==> config.mk <==
export PLATFORM = sky130hd
export DESIGN_NAME = cordic_tab_loader
export DESIGN_NICKNAME = d
export VERILOG_FILES = /design/src/rtl/cordic_tab_loader.sv
export SDC_FILE = /design/constraint.sdc
export NUM_CORES = 1
export LEC_CHECK = 0
export BUFFER_PORTS_ARGS = -buffer_cell sky130_fd_sc_hd__buf_2
export CAP_MARGIN = 20
export CORE_MARGIN = 1
export CORE_UTILIZATION = 45
export CTS_BUF_LIST = sky130_fd_sc_hd__clkbuf_16
export CTS_CLUSTER_SIZE = 40
export DETAILED_ROUTE_END_ITERATION = 8
export PLACE_DENSITY_LB_ADDON = 0.2
export RECOVER_POWER = 50
export SLEW_MARGIN = 20
export SYNTH_ARGS = -nofsm -noshare
export SYNTH_HDL_FRONTEND = slang
export SYNTH_SLANG_ARGS = --single-unit
==> constraint.sdc <==
create_clock -name clk -period 3.4 [get_ports clk]
set_input_delay 0.34 -clock clk [delete_from_list [all_inputs] [get_ports clk]]
set_output_delay 0.34 -clock clk [all_outputs]
set_load 0.01 [all_outputs]
==> src/rtl/cordic_tab_loader.sv <==
// CORDIC table loader: packs 16-bit words into 48-bit table entries and writes them out.
// Optional checksum word after the last entry is enabled by `define CORDIC_TAB_LOADER_CHKSUM_EN.
module cordic_tab_loader #(
    parameter int ENTRIES = 64
) (
    input  logic        clk,
    input  logic        reset,
    input  logic        start,
    input  logic [15:0] din,
    input  logic        din_valid,
    output logic        din_ready,
    output logic        wen,
    output logic [5:0]  index_wri,
    output logic [47:0] D,
    output logic        cen,
    output logic        busy,
    output logic        done,
    output logic        err
);

    localparam logic [5:0] LAST_ENTRY = 6'(ENTRIES - 1);

    typedef enum logic [2:0] {
        IDLE,
        COLLECT,
        WRITE,
`ifdef CORDIC_TAB_LOADER_CHKSUM_EN
        CHK,
`endif
        DONE
    } state_t;

    state_t      state, state_nxt;
    logic [5:0]  entry_cnt;
    logic [1:0]  word_cnt;
    logic [15:0] word0, word1;
    logic        start_load;
    logic        accept_data;

    assign start_load  = start && (state == IDLE || state == DONE);
    assign accept_data = (state == COLLECT) && din_valid;

    // NOTE: sequential state uses non-blocking assignments so every register samples pre-edge values.
    always_ff @(posedge clk or posedge reset) begin
        if (reset) begin
            state <= IDLE;
        end else begin
            state <= state_nxt;
        end
    end

    // NOTE: the default assignment first keeps this block purely combinational (no latch).
    always_comb begin
        state_nxt = state;
        case (state)
            IDLE, DONE: if (start) state_nxt = COLLECT;
            COLLECT:    if (din_valid && word_cnt == 2'd2) state_nxt = WRITE;
            WRITE: begin
                if (entry_cnt == LAST_ENTRY) begin
`ifdef CORDIC_TAB_LOADER_CHKSUM_EN
                    state_nxt = CHK;
`else
                    state_nxt = DONE;
`endif
                end else begin
                    state_nxt = COLLECT;
                end
            end
`ifdef CORDIC_TAB_LOADER_CHKSUM_EN
            CHK:        if (din_valid) state_nxt = DONE;
`endif
            default:    state_nxt = IDLE;
        endcase
    end

    // Words 0 and 1 are staged so D only changes on the edge that launches a write.
    always_ff @(posedge clk or posedge reset) begin
        if (reset) begin
            entry_cnt <= '0;
            word_cnt  <= '0;
            word0     <= '0;
            word1     <= '0;
            D         <= '0;
            index_wri <= '0;
        end else begin
            if (start_load) begin
                entry_cnt <= '0;
                word_cnt  <= '0;
            end
            if (accept_data) begin
                case (word_cnt)
                    2'd0:    word0 <= din;
                    2'd1:    word1 <= din;
                    default: begin
                        D         <= {word0, word1, din};
                        index_wri <= entry_cnt;
                    end
                endcase
                word_cnt <= (word_cnt == 2'd2) ? 2'd0 : word_cnt + 2'd1;
            end
            if (state == WRITE) begin
                entry_cnt <= entry_cnt + 6'd1;
            end
        end
    end

`ifdef CORDIC_TAB_LOADER_CHKSUM_EN
    logic [15:0] chk_acc;
    logic        err_q;

    always_ff @(posedge clk or posedge reset) begin
        if (reset) begin
            chk_acc <= '0;
            err_q   <= 1'b0;
        end else begin
            if (start_load) begin
                chk_acc <= '0;
                err_q   <= 1'b0;
            end
            if (accept_data) begin
                chk_acc <= chk_acc ^ din;
            end
            if (state == CHK && din_valid) begin
                err_q <= (din != chk_acc);
            end
        end
    end

    assign err = err_q;
`else
    assign err = 1'b0;
`endif

    always_comb begin
        wen       = 1'b0;
        din_ready = 1'b0;
        busy      = 1'b0;
        done      = 1'b0;
        cen       = 1'b0;
        case (state)
            COLLECT: begin
                din_ready = 1'b1;
                busy      = 1'b1;
            end
            WRITE: begin
                wen  = 1'b1;
                busy = 1'b1;
            end
`ifdef CORDIC_TAB_LOADER_CHKSUM_EN
            CHK: begin
                din_ready = 1'b1;
                busy      = 1'b1;
            end
`endif
            DONE: begin
                done = 1'b1;
                cen  = !err;
            end
            default: ;
        endcase
    end

endmodule
==> impl_metrics.py, run 1 <==
metrics = {
    "sta": {
        "maxSlewHeadroom": -0.529,
        "rsz0062_at_grt": "false",
        "clock_skew_ps": 6.66,
        "period_share": 0.666,
        "finalCriticalPeriod_ps": 2260,
        "fin_tns_setup_ps": 0,
        "tightest_slew_ps": 2280,
        "setup_viol": 0,
        "slew_viol_final": 54,
        "max_freq_mhz": 442,
        "final_hold_viol_count": 0,
    },
    "global_routing": {
        "grt_pass1_vias": 2157,
        "grt_max_degree": 54,
        "grtUsageTotal": 0.164,
        "antenna_found_initial": 0,
        "grt_overflow_total": 0,
        "grt_pass1_wl_mm": 10.8,
    },
    "worst_hold_path": {
        "min_path_type": "in -> reg",
    },
    "setup_path": {
        "cp.arrival_ps": 2580,
        "slowest_stage": "clkinvlp_2",
        "cp_data_required_time_ps": 3710,
        "critical_path_class": "in -> async",
        "crit_chain": "buf_2 > clkinvlp_2 > clkbuf_1",
        "critPathMaxFanout": 53,
        "cp-start-kind": "input port",
        "cp_top_family": "buffers and inverters",
        "slowest_delay_ps": 1290,
        "path_buf_inv": 3,
        "worst_setup_path_end_kind": "async pin",
    },
    "synth": {
        "synthCells": 237,
        "synth-main-ff-cell": "dfrtp_1",
        "synth_edf_count": 0,
        "yosys_warnings": 0,
        "synth_area_leaders": "dfrtp_1 64%, mux2_2 26%, buf_6 1.8%",
        "synth_area_leader_cell": "dfrtp_1",
        "synth_cell_types": 28,
        "ys_ff_latch": 96,
        "async_reset_ff_frac": 1.00,
        "syn_avg_cell_area_um2": 15.9,
        "synth_area_mm2": 0.00377,
        "ys_seq_area_frac": 0.637,
        "synth_fp_nets": 261,
        "netlist.area_leader.share": 0.637,
    },
    "clocking": {
        "clock-sinks": 96,
        "path_clk_slew_ps": 70,
        "cts-buffers-inserted": 9,
        "cts_hold_buf": 0,
        "cts_max_level": 3,
        "cts_tree": "done",
        "clock_tree.buffer_depth": 2,
        "cts_setup_buffers": 0,
        "cts_resized": 0,
        "clkLatencyLatePin_ps": 330,
        "root_buffer": "clkbuf_16",
    },
    "power_and_ir_drop": {
        "p_per_area_mw_per_mm2": 971,
        "power_leakage_nw": 2.01,
        "max-vdd-ir-drop_mv": 0.452,
    },
    "final_layout": {
        "n_fill_cell": 752,
        "drive_gt1_frac": 0.410,
        "n_antenna_cell": 0,
        "final_area_mm2": 0.00446,
        "final_cell_count_no_fill": 429,
        "nets": 343,
        "final_cell_mix": "96 x dfrtp_1, 86 x mux2_2, 55 x clkbuf_1",
        "area_growth_pct": 18.3,
        "final_common_cell": "dfrtp_1",
    },
    "placed_design": {
        "dp_cells": 413,
        "io_buffers": 78,
        "hpwl_mm": 4.21,
        "dpl_cell_area_mm2": 0.00422,
        "place_congestion": 0.705,
    },
    "floorplanning": {
        "fp-row-count": 33,
        "initial_core_util": 0.461,
        "dieArea_mm2": 0.00875,
        "dieHeight_um": 93.5,
        "die-width_um": 93.5,
        "pin_count": 80,
        "core_area_mm2": 0.00818,
    },
    "detailed_routing": {
        "met3RoutedLength_um": 321,
        "routed.top_layer": "met4",
        "drcViolationCount": 0,
        "wl_met1_mm": 3.00,
        "drt_first_pass_iters": 6,
        "routed_wl_mm": 6.44,
        "wl_per_cell_um": 15.0,
        "num_vias": 2159,
        "final_antenna_net_count": 0,
        "dr_wl_met2_mm": 3.00,
        "drt_iter0_drc": 45,
        "viasPerCell": 5.03,
    },
    "run_status": {
        "violations": "capacitance limit, slew limit",
        "status": "finished, violations left",
    },
    "flow_run": {
        "cap_violations": 1,
    },
}
routing by layer:
metal	global-route usage	vias up
li1	-	1006
met1	0.223	1088
met2	0.249	55
met3	0.0358	10
met4	0.0769	0
met5	0	-
cell families (layout without fill, tap and decap cells):
kind of cell             count (synthesis)  in the layout  synth area share
flip-flops                              96             96             0.637
multiplexers                            86             86             0.257
AND/OR/NAND/NOR                         19             19            0.0315
AO/OA/AOI/OAI                           15             15            0.0262
buffers and inverters                   15            102            0.0318
adder cells (fa/ha/maj)                  4              4            0.0133
other                                    1              1          0.000994
XOR/XNOR                                 1              1           0.00232
sequential cells by signal, summed over array words and instances (netlist names):
signal / flops
entry_cnt: 6
word1: 16
word_cnt: 2
index_wri: 6
word0: 16
D: 48
state: 2
final cells by class:
class	count	area, um2	area share
flip-flops and latches	96	2400	0.539
multi-input cells	126	1250	0.280
repair buffers	81	339	0.0760
clock buffers	9	225	0.0505
well taps	105	131	0.0295
clock inverters	7	93.8	0.0210
inverters	5	20.0	0.00449
report_power, final:
group / leakage [nW] / total (mW) / internal, mW / switching, mW
logic: 0.678 / 1.33 / 0.693 / 0.637
registers: 1.18 / 1.95 / 1.67 / 0.276
clock network: 0.153 / 1.05 / 0.644 / 0.411
total: 2.01 / 4.33 / 3.01 / 1.32
cells in the mapped netlist, types with 2 or more instances:
cell	count
a21oi_1	3
a22o_1	2
buf_4	2
buf_6	6
dfrtp_1	96
ha_1	4
inv_1	5
mux2_2	86
nand2_1	7
nand3_1	3
nor2b_1	2
o21ai_0	5
final timing paths:
path | from | to | slack [ps] | cells past startpoint
worst max-delay path | reset | state[1] | 1140 | 3
worst min-delay path | din[0] | word1[0] | 270 | 2
worst max register to register | state[1] | word0[9] | 1260 | 5
worst min register to register | word1[3] | D[19] | 490 | 1
max in group clk | state[1] | word0[9] | 1260 | 5
min in group asynchronous | reset | D[20] | 610 | 2
stage by stage:
stage | util | hold WS, ps | power [mW] | worst slack (ps)
after floorplan | - | 470 | 2.91 | 555
after global placement | 0.516 | 470 | 3.34 | 1270
after detailed placement | 0.516 | 481 | 3.40 | 1210
after CTS | 0.555 | 201 | 4.48 | 1210
after global routing | 0.546 | 262 | 4.62 | 585
final | 0.546 | 268 | 4.33 | 1140
Power figures use the tool's default switching activity.
==> run 2: changes to the inputs <==
Clock period 3.4 ns to 2 ns, I/O delays scaled along.
==> impl_metrics.py, run 2 (synthesis results as in run 1) <==
metrics = {
    "clocking": {
        "path_clk_slew_ps": 60,
        "cts_setup_buffers": 0,
        "clock_tree.buffer_depth": 2,
        "cts_max_level": 3,
        "cts_resized": 0,
        "cts_tree": "done",
        "cts-buffers-inserted": 9,
        "root_buffer": "clkbuf_16",
        "clock-sinks": 96,
        "cts_hold_buf": 0,
        "clkLatencyLatePin_ps": 340,
    },
    "power_and_ir_drop": {
        "p_per_area_mw_per_mm2": 1620,
        "p_total_mw": 7.30,
        "max-vdd-ir-drop_mv": 0.806,
        "power_leakage_nw": 2.10,
    },
    "setup_path": {
        "startpoint": "state[1]",
        "r2r-start": "state[1]",
        "cp_data_required_time_ps": 2210,
        "crit_chain": "inv_1 > ha_1 > nand2_2 > nor3_4 > buf_4 > mux2_2",
        "crit_end": "word0[4]",
        "rr_worst_depth": 6,
        "slowest_delay_ps": 420,
        "worst_setup_path_end_kind": "flop",
        "cp-start-kind": "flop",
        "critical_path_class": "reg -> reg",
        "slowest_stage": "dfrtp_1",
        "cp.arrival_ps": 1940,
        "regToRegEndpoint": "word0[4]",
        "critPathMaxFanout": 9,
        "r2r_setup_slack_ps": 270,
    },
    "sta": {
        "fin_tns_setup_ps": 0,
        "max_freq_mhz": 578,
        "maxSlewHeadroom": 0.151,
        "rsz0062_at_grt": "false",
        "clock_skew_ps": 10.1,
        "final_hold_viol_count": 0,
        "fin_ws_ps": 270,
        "slew_viol_final": 0,
        "tightest_slew_ps": 1270,
        "period_share": 0.865,
        "setup_viol": 0,
        "finalCriticalPeriod_ps": 1730,
    },
    "detailed_routing": {
        "final_antenna_net_count": 0,
        "drcViolationCount": 0,
        "drt_first_pass_iters": 4,
        "routed_wl_mm": 6.26,
        "viasPerCell": 5.06,
        "wl_per_cell_um": 14.5,
        "num_vias": 2186,
        "drt_iter0_drc": 86,
    },
    "global_routing": {
        "grt_pass1_vias": 2098,
        "antenna_found_initial": 0,
        "grt_max_degree": 97,
        "grtUsageTotal": 0.157,
        "grt_overflow_total": 0,
        "grt_pass1_wl_mm": 10.4,
    },
    "final_layout": {
        "nets": 347,
        "n_antenna_cell": 0,
        "final_cell_mix": "96 x dfrtp_1, 86 x mux2_2, 48 x buf_2",
        "largest_register": "D",
        "drive_gt1_frac": 0.492,
        "largest_reg_flops": 48,
        "n_fill_cell": 717,
        "reg_top3": "D x48, word0 x16, word1 x16",
        "final_util": 0.552,
        "area_growth_pct": 19.6,
        "final_common_cell": "dfrtp_1",
    },
    "floorplanning": {
        "die-width_um": 93.5,
        "pin_count": 80,
        "core_area_mm2": 0.00818,
        "initial_core_util": 0.461,
        "dieArea_mm2": 0.00875,
        "fp-row-count": 33,
        "dieHeight_um": 93.5,
    },
    "placed_design": {
        "dp_slack_ps": 281,
        "io_buffers": 78,
        "hpwl_mm": 4.11,
        "place_congestion": 0.702,
    },
    "worst_hold_path": {
        "min_path_type": "in -> reg",
    },
    "run_status": {
        "status": "completed",
    },
    "flow_run": {
        "cap_violations": 0,
    },
}
## run 2: worst max-delay path, delay by kind of cell, from the launching register on
family,cells,cell delay (ps)
flops,1,420
mux,1,340
simple gates,2,260
buf+inv,2,270
fa+ha+maj,1,300
## run 2: worst min path at each step
| stage | start | slack (ps) | to | depth (start not counted) |
|---|---|---|---|---|
| after global placement | reset | 390 | D[7] | 3 |
| after CTS | reset | 30 | D[22] | 3 |
| after global routing | din[12] | 120 | word0[12] | 2 |
| after floorplan | din[10] | 350 | D[10] | 1 |
| after detailed placement | reset | 390 | D[7] | 3 |
| final | din[12] | 130 | D[12] | 2 |
## run 2: layout make-up
| class | count | area (um2) | area share |
|---|---|---|---|
| inverter | 5 | 22.5 | 0.00499 |
| timing repair buffer | 85 | 418 | 0.0926 |
| sequential | 96 | 2400 | 0.533 |
| multi-input combinational | 126 | 1250 | 0.277 |
| clock inverter | 6 | 62.6 | 0.0139 |
| clock buffer | 9 | 225 | 0.0499 |
| tap | 105 | 131 | 0.0291 |
## run 2: power breakdown
group / switching (mW) / internal, mW / leakage (nW) / total [mW]
Clock: 0.685 / 0.956 / 0.139 / 1.64
Combinational: 1.08 / 1.28 / 0.784 / 2.36
Sequential: 0.451 / 2.84 / 1.18 / 3.29
Total: 2.22 / 5.08 / 2.10 / 7.30
## run 2: through the flow
step | instances | hold WS, ps | instance area [um2]
global placement | 417 | 388 | 4270
floorplan | 237 | 350 | 3770
global route | 432 | 118 | 4510
finish | 432 | 127 | 4510
CTS | 432 | 27.7 | 4560
detailed placement | 417 | 388 | 4270
## run 2: per-layer routing
layer | global-route usage | part of all wire
met5 | 0 | 0
met4 | 0.0538 | 0.014
met3 | 0.0504 | 0.056
met2 | 0.229 | 0.46
met1 | 0.220 | 0.47
